`src/rtl/pipe_hazard_ctrl_pkg.sv`:
```
// Shared definitions for the pipeline hazard controller: FSM states,
// pipeline-register control bundles and zero-control bubble constants.
package pipe_pkg;

  typedef enum logic [1:0] {
    ST_RUN   = 2'd0,
    ST_MWAIT = 2'd1,
    ST_ERR   = 2'd2
  } state_t;

  localparam int unsigned RA_W_DEF = 5;

  // Zeroed WB/MEM/EX control fields loaded into ID/EX for a bubble
  localparam logic [2:0]  WB_NOP  = '0;
  localparam logic [11:0] MEM_NOP = '0;
  localparam logic [7:0]  EX_NOP  = '0;

  typedef struct packed {
    logic pc_we;
    logic ifid_we;
    logic ifid_flush;
    logic idex_we;
    logic idex_bubble;
    logic exmem_we;
    logic memwb_we;
  } ctl_t;

  localparam ctl_t CTL_RUN   = 7'b1101011;
  localparam ctl_t CTL_HOLD  = 7'b0000000;
  localparam ctl_t CTL_REDIR = 7'b1111111;
  localparam ctl_t CTL_LDU   = 7'b0001111;

endpackage

```
`src/rtl/pipe_hazard_ctrl_hazard_detect.sv`:
```
// Load-use hazard compare between the load in ID/EX and the sources of the
// instruction in IF/ID; register $0 never creates a dependency.
module hazard_detect #(
  parameter int unsigned RA_W = 5
) (
  input  logic [RA_W-1:0] ifid_rs,
  input  logic [RA_W-1:0] ifid_rt,
  input  logic            ifid_use_rt,
  input  logic            idex_memread,
  input  logic [RA_W-1:0] idex_rt,
  output logic            ldu_hit
);

  logic rs_match;
  logic rt_match;

  always_comb begin
    rs_match = (idex_rt == ifid_rs);
    rt_match = ifid_use_rt && (idex_rt == ifid_rt);
    ldu_hit  = idex_memread && (idex_rt != '0) && (rs_match || rt_match);
  end

endmodule

```
`src/rtl/pipe_hazard_ctrl.sv`:
```
// Hazard and sequencing controller for the 5-stage pipeline: load-use stalls,
// redirect flushes, data-memory wait states with a watchdog, stall statistics.
module pipe_hazard_ctrl
  import pipe_pkg::*;
#(
  parameter int unsigned RA_W     = RA_W_DEF,
  parameter int unsigned WAIT_MAX = 16,
  parameter int unsigned CNT_W    = 16
) (
  input  logic             clk,
  input  logic             reset,
  input  logic [RA_W-1:0]  ifid_rs,
  input  logic [RA_W-1:0]  ifid_rt,
  input  logic             ifid_use_rt,
  input  logic             idex_memread,
  input  logic [RA_W-1:0]  idex_rt,
  input  logic             ex_redirect,
  input  logic             mem_req,
  input  logic             mem_ready,
  output logic             pc_we,
  output logic             ifid_we,
  output logic             ifid_flush,
  output logic             idex_we,
  output logic             idex_bubble,
  output logic             exmem_we,
  output logic             memwb_we,
  output logic             mem_err,
  output logic [1:0]       state,
  output logic [CNT_W-1:0] stall_cnt
);

  localparam int unsigned WC_W = (WAIT_MAX > 2) ? $clog2(WAIT_MAX) : 1;

  state_t            state_q, state_d;
  logic [WC_W-1:0]   wait_cnt_q, wait_cnt_d;
  logic [CNT_W-1:0]  stall_cnt_q, stall_cnt_d;
  logic              mem_err_q, mem_err_d;
  logic              ldu_hit;
  ctl_t              ctl;
  ctl_t              ctl_out;

  hazard_detect #(.RA_W(RA_W)) u_hazard_detect (
    .ifid_rs      (ifid_rs),
    .ifid_rt      (ifid_rt),
    .ifid_use_rt  (ifid_use_rt),
    .idex_memread (idex_memread),
    .idex_rt      (idex_rt),
    .ldu_hit      (ldu_hit)
  );

  always_comb begin
    ctl        = CTL_RUN;
    state_d    = state_q;
    wait_cnt_d = wait_cnt_q;
    mem_err_d  = mem_err_q;
    case (state_q)
      ST_RUN: begin
        if (mem_req && !mem_ready) begin
          ctl        = CTL_HOLD;
          state_d    = ST_MWAIT;
          wait_cnt_d = WC_W'(1);
        end else if (ex_redirect) begin
          ctl = CTL_REDIR;
        end else if (ldu_hit) begin
          ctl = CTL_LDU;
        end
      end
      ST_MWAIT: begin
        if (mem_ready) begin
          ctl        = CTL_RUN;
          state_d    = ST_RUN;
          wait_cnt_d = '0;
        end else begin
          ctl = CTL_HOLD;
          if (wait_cnt_q == WC_W'(WAIT_MAX - 1)) begin
            state_d   = ST_ERR;
            mem_err_d = 1'b1;
          end else begin
            wait_cnt_d = wait_cnt_q + WC_W'(1);
          end
        end
      end
      ST_ERR: begin
        ctl       = CTL_HOLD;
        mem_err_d = 1'b1;
      end
      default: begin
        state_d    = ST_RUN;
        wait_cnt_d = '0;
      end
    endcase
  end

  always_comb begin
    stall_cnt_d = stall_cnt_q;
    if (!ctl.pc_we && (state_q != ST_ERR) && (stall_cnt_q != '1)) begin
      stall_cnt_d = stall_cnt_q + CNT_W'(1);
    end
  end

  // Controls fall back to free-running values while reset is held so the
  // pipeline registers never see a stale stall or bubble request.
  always_comb begin
    ctl_out = reset ? ctl : CTL_RUN;
  end

  always_ff @(posedge clk or negedge reset) begin
    if (!reset) begin
      state_q     <= ST_RUN;
      wait_cnt_q  <= '0;
      stall_cnt_q <= '0;
      mem_err_q   <= 1'b0;
    end else begin
      state_q     <= state_d;
      wait_cnt_q  <= wait_cnt_d;
      stall_cnt_q <= stall_cnt_d;
      mem_err_q   <= mem_err_d;
    end
  end

  always_comb begin
    pc_we       = ctl_out.pc_we;
    ifid_we     = ctl_out.ifid_we;
    ifid_flush  = ctl_out.ifid_flush;
    idex_we     = ctl_out.idex_we;
    idex_bubble = ctl_out.idex_bubble;
    exmem_we    = ctl_out.exmem_we;
    memwb_we    = ctl_out.memwb_we;
    mem_err     = mem_err_q;
    state       = state_q;
    stall_cnt   = stall_cnt_q;
  end

endmodule

```
`config.mk`:
```
export PLATFORM = sky130hd
export DESIGN_NAME = pipe_hazard_ctrl
export DESIGN_NICKNAME = d
export VERILOG_FILES = /design/src/rtl/pipe_hazard_ctrl_pkg.sv /design/src/rtl/pipe_hazard_ctrl_hazard_detect.sv /design/src/rtl/pipe_hazard_ctrl.sv
export SDC_FILE = /design/constraint.sdc
export NUM_CORES = 1
export LEC_CHECK = 0
export ABC_CLOCK_PERIOD_IN_PS = 2350
export BUFFER_PORTS_ARGS = -buffer_cell sky130_fd_sc_hd__buf_2
export CELL_PAD_IN_SITES_DETAIL_PLACEMENT = 0
export CELL_PAD_IN_SITES_GLOBAL_PLACEMENT = 2
export CORE_UTILIZATION = 30
export DETAILED_ROUTE_END_ITERATION = 8
export PLACE_DENSITY_LB_ADDON = 0.1
export SLEW_MARGIN = 0
export SYNTH_ARGS = -nofsm -noshare
export SYNTH_HDL_FRONTEND = slang
export SYNTH_SLANG_ARGS = --single-unit
```
`constraint.sdc`:
```
create_clock -name clk -period 2.35 [get_ports clk]
set_input_delay 0.47 -clock clk [delete_from_list [all_inputs] [get_ports clk]]
set_output_delay 0.47 -clock clk [all_outputs]
set_load 0.005 [all_outputs]
```
==> reports/results.ini <==
[sta]
fin_ws_ns=0.117
period_minus_slack_ns=2.23
tns_ns=0
finalCritPeriodShare_pct=95.0
finalHoldViolCount=0
finalSetupViolCount=0
fmax_ghz=0.448
slew_headroom_pct=72.5
clock_skew_ns=0.00747
tightest_slew_ns=0.408
slew_violations=0

[worst_setup_path]
critPathLaunch=idex_rt[1]
cp_data_required_time_ns=1.88
crit_path_end_kind=output pin
reg2reg_depth=5
worstPathMaxFanout=3
critical_path_class=in2out
startpoint_type=primary input
r2r-end=stall_cnt[1]
arrival_ns=1.76
r2r_start=stall_cnt[3]
worst-r2r-setup-slack_ns=0.36
endpoint=pc_we

[power_and_ir_drop]
vdd_ir_drop_max_mv=0.410
p_clk_share_pct=22.7
pwr-share-comb_pct=28.2
pwr_density_cell_nw_per_um2=636
p_sw_uw=362
p_seq_share_pct=49.1
p_sw_share_pct=33.3
power.leakage_nw=0.824
power.internal_uw=725

[final_layout]
seq_area_um2=576
drive_above_1_share_pct=42.8
multi_input_area_um2=732
nets=198
final_core_util_pct=41.3
syn_to_final_growth_pct=27.2
nFillCells=408
antennaDiodeCount=0

[clocking]
cts_root_buf=clkbuf_8
cts.sinks=23
clk_pin_slew_worst_paths_ns=0.09
clk_latency_ns=0.26
cts-htree-levels=1
clockBufferDepth=2
cts_inserted_buffers=3
cts_tree=yes

[grt]
grt_max_degree=24
grt_pass1_wl_um=4540
grt_use_total_pct=12.9
grt-ovfl-total=0
antenna_found_initial=0
grt_pass1_vias=1006

[synth]
synth_nets=149
ys_types=37
synthCells=125
ys_ff_latch=23
synth-seq-area-share_pct=42.8
ys_warn_count=0
synth_area_um2=1350
syn_area_per_cell_um2=10.8

[placement]
place.port_buffers=47
dp_hpwl_um=2280
gp_congestion=0.729
dp_slack_ns=0.0987

[die]
num_rows=23
core_um2=4140
num_io_pins=48
die_height_um=69.0
fp.dieW_um=69.0
die-area_um2=4760
start_util_pct=32.5

[job]
cap_violations=0

[hold_path]
min_path_type=in2async

[routing]
postRouteAntennaNets=0
drtPass1Iterations=4
viasPerCell=4.85
via_count=1082
drt_iter0_markers=37
wirelength_um=3080
wire_per_inst_um=13.8
drc=0

[status]
status=finished, final reports clean

## what timing repair did
action | in CTS | in global routing
setup buffers | 0 | 1
hold buffers | 0 | 0
endpoints found under the setup margin | 0 | 2
resized for setup | 0 | 8
## cell usage in the layout, fill, tap and decap left out, drive strengths merged
cell type   n
o21ai       7
o211a       1
nor2        6
a41oi       1
and4        1
buf        51
ha          2
o22ai       1
o31ai       1
and3        6
a32oi       1
or2         1
nand4      10
xor2       12
dfrtp      23
a2111o      1
nand3b      1
inv         3
o31a        1
a31o        1
and2        1
nand3       8
nor4        1
mux2        1
a211oi      1
nand2       8
nor3        1
xnor2      15
clkbuf      4
nor2b       1
or4         1
## power by group through the flow
stage | Combinational [mW] | Sequential [mW] | Clock (mW)
floorplan | 0.183 | 0.531 | 0
global placement | 0.294 | 0.537 | 0
detailed placement | 0.304 | 0.540 | 0
CTS | 0.304 | 0.534 | 0.262
global route | 0.345 | 0.546 | 0.276
finish | 0.306 | 0.535 | 0.247
## critical path, stage by stage
cell and delay [ns]:
buf_2 0.13, xor2_2 0.15, nor4_2 0.29, a32oi_2 0.19, o31ai_2 0.28, nand3_1 0.11, buf_2 0.14
## stage by stage
| step | total power, mW | hold WS, ns | cells | cell area [µm²] |
|---|---|---|---|---|
| 6_report | 1.09 | 0.233 | 223 | 1710 |
| 5_1_grt | 1.17 | 0.278 | 223 | 1710 |
| 4_1_cts | 1.10 | 0.245 | 222 | 1660 |
| 3_5_place_dp | 0.844 | 0.459 | 218 | 1610 |
| 3_3_place_gp | 0.832 | 0.448 | 218 | 1610 |
| 2_1_floorplan | 0.715 | 0.174 | 125 | 1350 |
## cell usage after synthesis, drive strengths merged
| cell type | count | area (µm²) |
|---|---|---|
| dfrtp | 23 | 576 |
| xnor2 | 15 | 131 |
| xor2 | 12 | 105 |
| nand4 | 10 | 77.6 |
| nand2 | 8 | 32.5 |
| nand3 | 8 | 70.1 |
| o21ai | 7 | 42.5 |
| and3 | 6 | 38.8 |
| nor2 | 6 | 22.5 |
| buf | 4 | 42.5 |
| clkbuf | 3 | 11.3 |
| inv | 3 | 11.3 |
| ha | 2 | 25.0 |
| a2111o | 1 | 12.5 |
| a211oi | 1 | 7.51 |
| a31o | 1 | 8.76 |
| a32oi | 1 | 8.76 |
| a41oi | 1 | 8.76 |
| and2 | 1 | 6.26 |
| and4 | 1 | 8.76 |
| mux2 | 1 | 11.3 |
| nand3b | 1 | 7.51 |
| nor2b | 1 | 6.26 |
| nor3 | 1 | 5.00 |
| nor4 | 1 | 12.5 |
| o211a | 1 | 10.0 |
| o22ai | 1 | 6.26 |
| o31a | 1 | 17.5 |
| o31ai | 1 | 7.51 |
| or2 | 1 | 6.26 |
| or4 | 1 | 7.51 |
## metal layers
layer	up-vias	part of all wire, %	global-route usage (%)
met5	-	0	0
met4	0	0.26	3.06
met3	2	7.9	3.62
met2	39	44	20.4
met1	506	48	17.2
li1	535	-	-
## registers in the layout, summed over array words and instances (netlist names)
| signal | cells |
|---|---|
| stall_cnt | 16 |
| wait_cnt_q | 4 |
| state | 2 |
| mem_err | 1 |
## how the worst min path moves through the flow
stage          startpoint            end  slack, ns
2_1_floorplan       reset        mem_err       0.17
3_3_place_gp      mem_err        mem_err       0.45
3_5_place_dp      mem_err        mem_err       0.46
4_1_cts             reset  stall_cnt[12]       0.25
5_1_grt             reset       state[0]       0.28
6_report            reset  stall_cnt[12]       0.23
## kinds of logic after synthesis
group / after synthesis / share of synthesized area (%)
compound gates: 16 / 9.68
xor+xnor: 27 / 17.6
fa+ha+maj: 2 / 1.86
buf+inv: 10 / 4.84
flops: 23 / 42.8
mux: 1 / 0.837
simple gates: 46 / 22.4
## area by class of cell
class / count / share of cell area, %
timing repair buffer: 51 / 16.6
sequential: 23 / 33.7
clock buffer: 4 / 2.63
tap: 50 / 3.66
inverter: 3 / 0.658
multi-input combinational: 92 / 42.8
Note: power is estimated with default switching activity, not from simulation.
